===== src/rtl/dcache_ctrl.sv =====
// Write-back, write-allocate, direct-mapped data cache with a single-word backing memory port.
// Hits complete in the request cycle; misses run an optional 4-beat victim writeback, then a 4-beat fill.
module dcache_ctrl #(
    parameter int INDEX_BITS = 4
) (
    input  logic        clk,
    input  logic        rst,
    input  logic [15:0] Addr,
    input  logic [15:0] DataIn,
    input  logic        Rd,
    input  logic        Wr,
    output logic [15:0] DataOut,
    output logic        Done,
    output logic        Stall,
    output logic        CacheHit,
    output logic        err,
    output logic        mem_req,
    output logic        mem_wr,
    output logic [15:0] mem_addr,
    output logic [15:0] mem_wdata,
    input  logic [15:0] mem_rdata,
    input  logic        mem_ack
);

    localparam int LINES    = 1 << INDEX_BITS;
    localparam int TAG_BITS = 13 - INDEX_BITS;

    typedef enum logic [1:0] {IDLE, WB, FILL} stateT;

    stateT                state, nextState;
    logic [1:0]           beat;
    logic                 missed;
    logic [12:0]          missLine;

    logic [TAG_BITS-1:0]  tagArr  [LINES];
    logic [15:0]          dataArr [LINES][4];
    logic [LINES-1:0]     validArr;
    logic [LINES-1:0]     dirtyArr;

    logic [INDEX_BITS-1:0] reqIdx, missIdx;
    logic [TAG_BITS-1:0]   reqTag, missTag;
    logic [1:0]            reqOff;
    logic                  reqErr, hit, lastBeat, hitDone, missStart, fillLast;

    assign reqIdx   = Addr[3+INDEX_BITS-1:3];
    assign reqTag   = Addr[15:3+INDEX_BITS];
    assign reqOff   = Addr[2:1];
    assign missIdx  = missLine[INDEX_BITS-1:0];
    assign missTag  = missLine[12:INDEX_BITS];
    assign reqErr   = (Rd & Wr) | (Addr[0] & (Rd | Wr));
    assign hit      = validArr[reqIdx] & (tagArr[reqIdx] == reqTag);
    assign lastBeat = (beat == 2'd3);
    assign fillLast = (state == FILL) & mem_ack & lastBeat;

    // Next-state and all outputs are combinational; the retry after a fill completes through IDLE
    always_comb begin
        nextState = state;
        Done      = 1'b0;
        Stall     = 1'b0;
        CacheHit  = 1'b0;
        err       = 1'b0;
        DataOut   = 16'h0000;
        mem_req   = 1'b0;
        mem_wr    = 1'b0;
        mem_addr  = 16'h0000;
        mem_wdata = 16'h0000;
        hitDone   = 1'b0;
        missStart = 1'b0;
        case (state)
            IDLE: begin
                if (Rd | Wr) begin
                    if (reqErr) begin
                        err  = 1'b1;
                        Done = 1'b1;
                    end else if (hit) begin
                        Done     = 1'b1;
                        CacheHit = ~missed;
                        hitDone  = 1'b1;
                        if (Rd)
                            DataOut = dataArr[reqIdx][reqOff];
                    end else begin
                        Stall     = 1'b1;
                        missStart = 1'b1;
                        nextState = (validArr[reqIdx] & dirtyArr[reqIdx]) ? WB : FILL;
                    end
                end
            end
            WB: begin
                Stall     = 1'b1;
                mem_req   = 1'b1;
                mem_wr    = 1'b1;
                mem_addr  = {tagArr[missIdx], missIdx, beat, 1'b0};
                mem_wdata = dataArr[missIdx][beat];
                if (mem_ack & lastBeat)
                    nextState = FILL;
            end
            FILL: begin
                Stall    = 1'b1;
                mem_req  = 1'b1;
                mem_addr = {missTag, missIdx, beat, 1'b0};
                if (mem_ack & lastBeat)
                    nextState = IDLE;
            end
            default: nextState = IDLE;
        endcase
        err = err | (mem_ack & ~mem_req);
    end

    // Control state and line status; a reset mid-transfer leaves the line invalid
    always_ff @(posedge clk or posedge rst) begin
        if (rst) begin
            state    <= IDLE;
            beat     <= 2'd0;
            missed   <= 1'b0;
            missLine <= 13'd0;
            validArr <= '0;
            dirtyArr <= '0;
        end else begin
            state <= nextState;
            if (missStart) begin
                missed   <= 1'b1;
                missLine <= Addr[15:3];
                beat     <= 2'd0;
            end
            if (hitDone)
                missed <= 1'b0;
            if (hitDone & Wr)
                dirtyArr[reqIdx] <= 1'b1;
            if ((state != IDLE) & mem_ack)
                beat <= beat + 2'd1;
            if (fillLast) begin
                validArr[missIdx] <= 1'b1;
                dirtyArr[missIdx] <= 1'b0;
            end
        end
    end

    // Tag and data storage are deliberately not reset; valid bits guard them
    always_ff @(posedge clk) begin
        if (hitDone & Wr)
            dataArr[reqIdx][reqOff] <= DataIn;
        if ((state == FILL) & mem_ack)
            dataArr[missIdx][beat] <= mem_rdata;
        if (fillLast)
            tagArr[missIdx] <= missTag;
    end

endmodule


===== config.mk =====
export PLATFORM = sky130hd
export DESIGN_NAME = dcache_ctrl
export DESIGN_NICKNAME = d
export VERILOG_FILES = /design/src/rtl/dcache_ctrl.sv
export SDC_FILE = /design/constraint.sdc
export NUM_CORES = 2
export LEC_CHECK = 0
export CORE_MARGIN = 5
export CORE_UTILIZATION = 50
export CTS_CLUSTER_DIAMETER = 50
export DETAILED_ROUTE_END_ITERATION = 7
export GPL_TIMING_DRIVEN = 0
export PLACE_DENSITY = 0.66
export SETUP_SLACK_MARGIN = 0.1
export SLEW_MARGIN = 0
export SYNTH_ARGS = -nofsm -noshare
export SYNTH_HDL_FRONTEND = slang
export SYNTH_SLANG_ARGS = --single-unit
export TNS_END_PERCENT = 20

===== constraint.sdc =====
create_clock -name clk -period 15.8 [get_ports clk]
set_input_delay 3.95 -clock clk [delete_from_list [all_inputs] [get_ports clk]]
set_output_delay 3.95 -clock clk [all_outputs]
set_load 0.05 [all_outputs]

Word-level counts from Yosys, hierarchy flattened
Memories as Yosys holds them, arrays and structs flattened. Cells that the tools add are included.

Reduce and logical (&&, ||, !) cells: 11. Bitwise operators: 21. Mux-type cells: 68. $lt $le $gt $ge: 8. Equality and inequality tests: 9. Add/sub/neg operators: 1. Div/mod/pow operators: 0. Multiply operators: 0. Shift-type cells: 0.

Operators with widths (count): two-way mux 64 bit (4); two-way mux 16 bit (14); binary-select mux 16 bit (select 2 bit) (2); demux 16 bit (select 2 bit) (2); OR reduction 64 bit (1); bitwise OR 16 bit (2); one-hot mux 16 bit (2 select lines) (1); two-way mux 1 bit (30); AND 16 bit (1); two-way mux 2 bit (8); inverter 16 bit (1); AND 1 bit (10); < comparator 4 x 5 -> 1 bit, second input constant (2); equality test 9 bit (1); binary-select mux 1 bit (select 4 bit) (2); demux 1 bit (select 4 bit) (2); >= comparator 4 x 1 -> 1 bit, second input constant (2); != test 2 bit, second input constant (4); >= comparator 3 bit, second input constant (2); < comparator 3 x 1 -> 1 bit, second input constant (2); inverter 2 -> 3 bit (2); one-hot mux 2 bit (3 select lines) (1); nonzero test 2 bit (3); AND reduction 5 bit (1); 11 further kinds (18).

Bits in read-only memories: 0. Register bits: 50. Memories: 2. Bits in writable memories: 1168. Output and inout port bits: 54. Logic and storage cells: 126. Bits in latches: 0.

Memory list: dataArr (depth 16, bits a word 64, rd ports 2, clocked after Yosys merged registers in 0, write ports 1, RTL line 36) `logic [15:0] dataArr [LINES][4];`; tagArr (depth 16, bits a word 9, rd ports 2, clocked after Yosys merged registers in 0, write ports 1, RTL line 35) `logic [TAG_BITS-1:0] tagArr [LINES];`.

Logic depth before layout (Yosys ltp)
Word-level depth: 11. Mapped depth: 13. Depth with buffers taken out: 8.

Worst setup path before layout
No wires, ideal clock.

Path kind: in2out. Start: input port Addr[4]. End: output port CacheHit. Required time: 11850 ps. Stages on the path: 11. Data arrival time: 7643 ps. Buffers on the path: 4. Setup slack: 4207 ps. Cells stage by stage: buf_2 > buf_4 > clkbuf_1 > mux4_2 > mux2i_1 > xor2_1 > nand4_2 > a211oi_4 > buf_6 > nand3_1 > nor4_1.

Longest elaborated chain between the ends: 7. Elaborated cells between the ends (all ways): 9. Classes of those cells: eq/ne (1); mux (6); bitwise (1); memory (1).

Ends and longest elaborated chain: from (decl) (RTL line 8) `input logic [15:0] Addr,`; memory read (16 x 9 bit) or binary-select mux 1 bit (select 4 bit) (tied branches); equality test 9 bit or two-way mux 1 bit (tied branches) (RTL line 51) `assign hit = validArr[reqIdx] & (tagArr[reqIdx] == reqTag);`; AND 1 bit * (RTL line 51); two-way mux 1 bit * (RTL line 75) `end else if (hit) begin`; two-way mux 1 bit * (RTL line 72) `if (reqErr) begin`; two-way mux 1 bit * (RTL line 71) `if (Rd | Wr) begin`; two-way mux 1 bit * (RTL line 69) `case (state)`; to (decl) (RTL line 15) `output logic CacheHit,`.

Mark *: on every way between the ends. The rest lies on a longest branch, timed or not. The select of a mux whose other input is x is not followed.

Worst setup path in the final report
Start: input port Addr[4]. End: output port DataOut[13].

Longest elaborated chain between the ends: 9. Elaborated cells between the ends (all ways): 14. Classes of those cells: eq/ne (1); mux (10); bitwise (1); memory (2).

Ends and longest elaborated chain: memory read (16 x 64 bit); binary-select mux 16 bit (select 2 bit) (RTL line 80) `DataOut = dataArr[reqIdx][reqOff];`; two-way mux 16 bit (implied by the code) (2 in series) (RTL line 80); two-way mux 16 bit (RTL line 79) `if (Rd)`; two-way mux 16 bit * (RTL line 75); two-way mux 16 bit * (RTL line 72); two-way mux 16 bit * (RTL line 71); two-way mux 16 bit * (RTL line 69); to (decl) (RTL line 12) `output logic [15:0] DataOut,`.

Marks and branches as above.

==> impl_metrics.prom <==
# TYPE chip_impl_metric gauge
chip_impl_metric{name="routed_via_density",unit=""} 7.24
chip_impl_info{name="cts.root.buffer_cell",value="clkbuf_16"} 1
chip_impl_metric{name="detail_route.drc_violations",unit=""} 0
chip_impl_metric{name="synth_compound_gate_area_share",unit="%"} 2.19
chip_impl_metric{name="cts_post_setup_buffers_inserted",unit=""} 0
chip_impl_metric{name="die-width",unit="µm"} 350
chip_impl_metric{name="wl_met3",unit="µm"} 23500
chip_impl_metric{name="synth-edff-count",unit=""} 1168
chip_impl_info{name="endpoint",value="DataOut[13]"} 1
chip_impl_metric{name="ys_async_sr_fraction",unit="%"} 4.11
chip_impl_metric{name="via_count",unit=""} 33500
chip_impl_metric{name="synth-simple-area-share",unit="%"} 2.34
chip_impl_metric{name="layout-drive-gt1-share",unit="%"} 38.4
chip_impl_metric{name="place.port_buffers",unit=""} 103
chip_impl_metric{name="area_growth",unit="%"} 15.5
chip_impl_metric{name="power.leakage",unit="µW"} 0.0206
chip_impl_metric{name="finalMaxSlewViolations",unit=""} 0
chip_impl_metric{name="timing.reg2reg.setup_slack",unit="ns"} 9.91
chip_impl_metric{name="yosys_warnings",unit=""} 0
chip_impl_metric{name="dpl-instance-area",unit="mm²"} 0.0619
chip_impl_info{name="critPathKind",value="input port to output pin"} 1
chip_impl_metric{name="vdd_ir_drop_max",unit="mV"} 0.110
chip_impl_metric{name="critical_path_peak_fanout",unit=""} 10
chip_impl_metric{name="gp_routability_congestion",unit=""} 1.03
chip_impl_metric{name="detail_route.wirelength",unit="µm"} 188000
chip_impl_info{name="critical_path.startpoint",value="Addr[4]"} 1
chip_impl_metric{name="hold_path_depth",unit=""} 1
chip_impl_metric{name="track_usage",unit="%"} 31.0
chip_impl_info{name="synth_top_family_by_area",value="multiplexers"} 1
chip_impl_metric{name="post_synthesis_instance_total",unit=""} 2703
chip_impl_metric{name="holdWs",unit="ns"} 0.462
chip_impl_info{name="crit_path_cell_trace",value="clkdlybuf4s50_1 > buf_2 > buf_4 > clkbuf_1 > mux4_2 > mux2i_1 > xor2_1 > nand4bb_2 > a211oi_4 > nand4_1 > clkbuf_1 > nor2b_1 > clkdlybuf4s50_1"} 1
chip_impl_metric{name="maximum_number_of_pins_on_one_net_before_global_route_repair",unit=""} 65
chip_impl_info{name="top_signal_layer_used",value="met5"} 1
chip_impl_metric{name="drt-initial-drc-count",unit=""} 4663
chip_impl_metric{name="grt_pass1_vias",unit=""} 33900
chip_impl_metric{name="ctsResizeCount",unit=""} 0
chip_impl_metric{name="worst_slew_margin_rel",unit="%"} 3.62
chip_impl_metric{name="antenna_violating_nets_post_route",unit=""} 0
chip_impl_metric{name="critical_path_arrival",unit="ns"} 10.44
chip_impl_info{name="synth_top_flop_cell",value="edfxtp_1"} 1
chip_impl_metric{name="route.met2.wl",unit="µm"} 88200
chip_impl_metric{name="max_cap_violations",unit=""} 0
chip_impl_info{name="rsz0062_at_grt",value="no"} 1
chip_impl_metric{name="worstPathRequired",unit="ns"} 11.85
chip_impl_info{name="critical_path.reg2reg.startpoint",value="missLine[2]"} 1
chip_impl_metric{name="post_synth_mux_area_share",unit="%"} 30.3
chip_impl_metric{name="floorplan.initialDensity",unit="%"} 50.4
chip_impl_metric{name="crit_path_max_incr_delay",unit="ns"} 0.95
chip_impl_metric{name="fillCellCount",unit=""} 8185
chip_impl_metric{name="grt_first_pass_wirelength",unit="µm"} 261000
chip_impl_metric{name="core_area",unit="mm²"} 0.115
chip_impl_metric{name="synthesis.nets",unit=""} 2764
chip_impl_metric{name="ys_ff_latch",unit=""} 1218
chip_impl_metric{name="reg2reg_depth",unit=""} 9
chip_impl_metric{name="unique_masters_post_synth",unit=""} 69
chip_impl_metric{name="setup_violations",unit=""} 0
chip_impl_info{name="setup.worst_path.end_class",value="output pin"} 1
chip_impl_info{name="slowest_stage",value="clkdlybuf4s50_1"} 1
chip_impl_info{name="cts_tree",value="yes"} 1
chip_impl_metric{name="wl_per_cell",unit="µm"} 40.6
chip_impl_metric{name="per_instance_average_area_after_synthesis",unit="µm²"} 21.3
chip_impl_metric{name="final_period_minus_worst_setup_slack",unit="ns"} 14.39
chip_impl_metric{name="tritoncts.num_buffers",unit=""} 142
chip_impl_metric{name="clock-skew-final",unit="ns"} 0.0257
chip_impl_metric{name="drt-pass1-iter-count",unit=""} 8
chip_impl_info{name="hold_class",value="register to register"} 1
chip_impl_metric{name="post_synth_fa_ha_maj_area_fraction",unit="%"} 0.191
chip_impl_metric{name="fin_area",unit="mm²"} 0.0666
chip_impl_metric{name="clock_latency",unit="ns"} 0.76
chip_impl_metric{name="cellPowerDensity",unit="mW/mm²"} 161
chip_impl_metric{name="totalNegativeSetupSlack",unit="ns"} 0
chip_impl_metric{name="final.period_utilization",unit="%"} 91.1
chip_impl_metric{name="mappedNetlistArea",unit="mm²"} 0.0577
chip_impl_metric{name="yosysSeqAreaShare",unit="%"} 63.0
chip_impl_metric{name="fp-row-count",unit=""} 124
chip_impl_metric{name="floorplan.io_pins",unit=""} 107
chip_impl_metric{name="die_area",unit="mm²"} 0.122
chip_impl_info{name="crit-reg2reg-capture",value="dataArr[8][23]"} 1
chip_impl_metric{name="antenna_found_initial",unit=""} 21
chip_impl_metric{name="maxClockFrequency",unit="MHz"} 69.5
chip_impl_metric{name="clock-sinks",unit=""} 1218
chip_impl_metric{name="cts.reportedPaths.clkPinSlew",unit="ns"} 0.05
chip_impl_info{name="cp-start-kind",value="input port"} 1
chip_impl_metric{name="place_hpwl",unit="µm"} 132000
chip_impl_metric{name="die_y",unit="µm"} 350
chip_impl_metric{name="cts-hold-fix-buffers",unit=""} 0
chip_impl_metric{name="number_of_hold_violations_in_the_final_report",unit=""} 0
chip_impl_metric{name="synthXorXnorAreaFrac",unit="%"} 0.137
chip_impl_info{name="run_status",value="complete, no violations"} 1
chip_impl_metric{name="worst_pin_slew",unit="ns"} 1.45
chip_impl_metric{name="globalRoute.totalOverflow",unit=""} 0
chip_impl_metric{name="cts.path.max_buffers",unit=""} 3
chip_impl_metric{name="ctsHtreeMaxLevel",unit=""} 4
chip_impl_metric{name="final_net_count",unit=""} 3058
chip_impl_metric{name="drt-met1-wl",unit="µm"} 67600
==> synthesized netlist by cell type (16+ instances only) <==
cell type,n,area (µm²)
edfxtp_1,1168,35100
mux4_2,742,16700
clkbuf_1,132,495
a21oi_1,67,335
nand2_1,52,195
dfrtp_1,50,1250
buf_2,38,190
nor2_1,36,135
buf_1,35,131
mux2i_1,34,340
o21ai_0,33,165
nor2b_1,28,175
and2_1,23,144
inv_1,21,78.8
mux2_2,21,236
a22oi_1,20,150
nand3_1,16,80.1
or2_2,16,100
==> sequential cells by signal (all words and copies together), names as in the netlist <==
| register | flops |
|---|---|
| beat | 2 |
| dataArr | 1024 |
| dirtyArr | 16 |
| missLine | 13 |
| missed | 1 |
| state | 2 |
| tagArr | 144 |
| validArr | 16 |
==> power by group <==
part | switching [µW] | internal, µW
Sequential | 104 | 3890
Clock | 1330 | 1940
Combinational | 2080 | 1350
==> layout make-up <==
cell class,instances,area (µm²),share of cell area [%]
diodes,9,22.5,0.0338
plain buffers,217,951,1.43
clock buffers,183,3930,5.90
clock inverters,74,702,1.05
inverters,23,86.3,0.130
multi-input cells,1245,20800,31.2
flip-flops and latches,1218,36300,54.5
well taps,1512,1890,2.84
repair buffers,150,1910,2.87
==> critical path, delay by kind of cell <==
family                 cells  cell delay, ns
buffers and inverters      6            3.32
AO/OA/AOI/OAI              1            0.50
XOR/XNOR                   1            0.41
AND/OR/NAND/NOR            3            1.64
multiplexers               2            0.60
==> routing by layer <==
metal	track usage, %	up-vias
li1	-	12600
met1	41.9	18100
met2	48.0	2419
met3	9.93	418
met4	11.7	10
met5	0	-
==> metrics by stage <==
stage | util [%] | cells | worst slack (ns) | total power, µW
floorplan | - | 2703 | 4.21 | 6040
global placement | 52.9 | 4318 | 1.77 | 7310
detailed placement | 54.1 | 4364 | 1.64 | 7420
CTS | 58.1 | 4621 | 1.63 | 10700
global route | 58.2 | 4622 | 1.36 | 11000
finish | 58.2 | 4631 | 1.41 | 10700
==> kinds of logic after synthesis <==
| kind of cell | after synthesis |
|---|---|
| DFF | 1218 |
| buffers and inverters | 240 |
| other | 1 |
| xor gates and xnor gates | 9 |
| AOI/OAI and AO/OA | 191 |
| adders and majority gates | 9 |
| muxes | 805 |
| and+or+nand+nor | 230 |
==> worst min-delay path by stage <==
| stage | endpoint | start | slack (ns) |
|---|---|---|---|
| 2_1_floorplan | validArr[8] | validArr[8] | 0.43 |
| 3_3_place_gp | validArr[14] | validArr[14] | 0.45 |
| 3_5_place_dp | validArr[10] | validArr[10] | 0.45 |
| 4_1_cts | validArr[10] | validArr[10] | 0.46 |
| 5_1_grt | validArr[11] | validArr[11] | 0.47 |
| 6_report | validArr[10] | validArr[10] | 0.46 |
==> placed cells by master, fill, tap and decap left out, drive strengths merged, types with 7 or more instances in the layout <==
cell           instances
a22oi                 20
dfrtp                 50
nor3                   7
clkbuf               319
nand2                 52
o21ai                 36
clkdlybuf4s50        103
a2111oi               15
o31ai                 18
ha                     8
nand4                 12
mux4                 750
and2                  23
mux2i                 34
or2                   16
mux2                  21
nor2b                 28
a31oi                 13
bufinv                11
clkinvlp               7
edfxtp              1168
a21oi                 67
diode                  9
buf                  128
nand2b                13
nor2                  36
nand3                 16
clkinv                42
inv                   37
No activity file was read; power rests on OpenSTA's default activity.
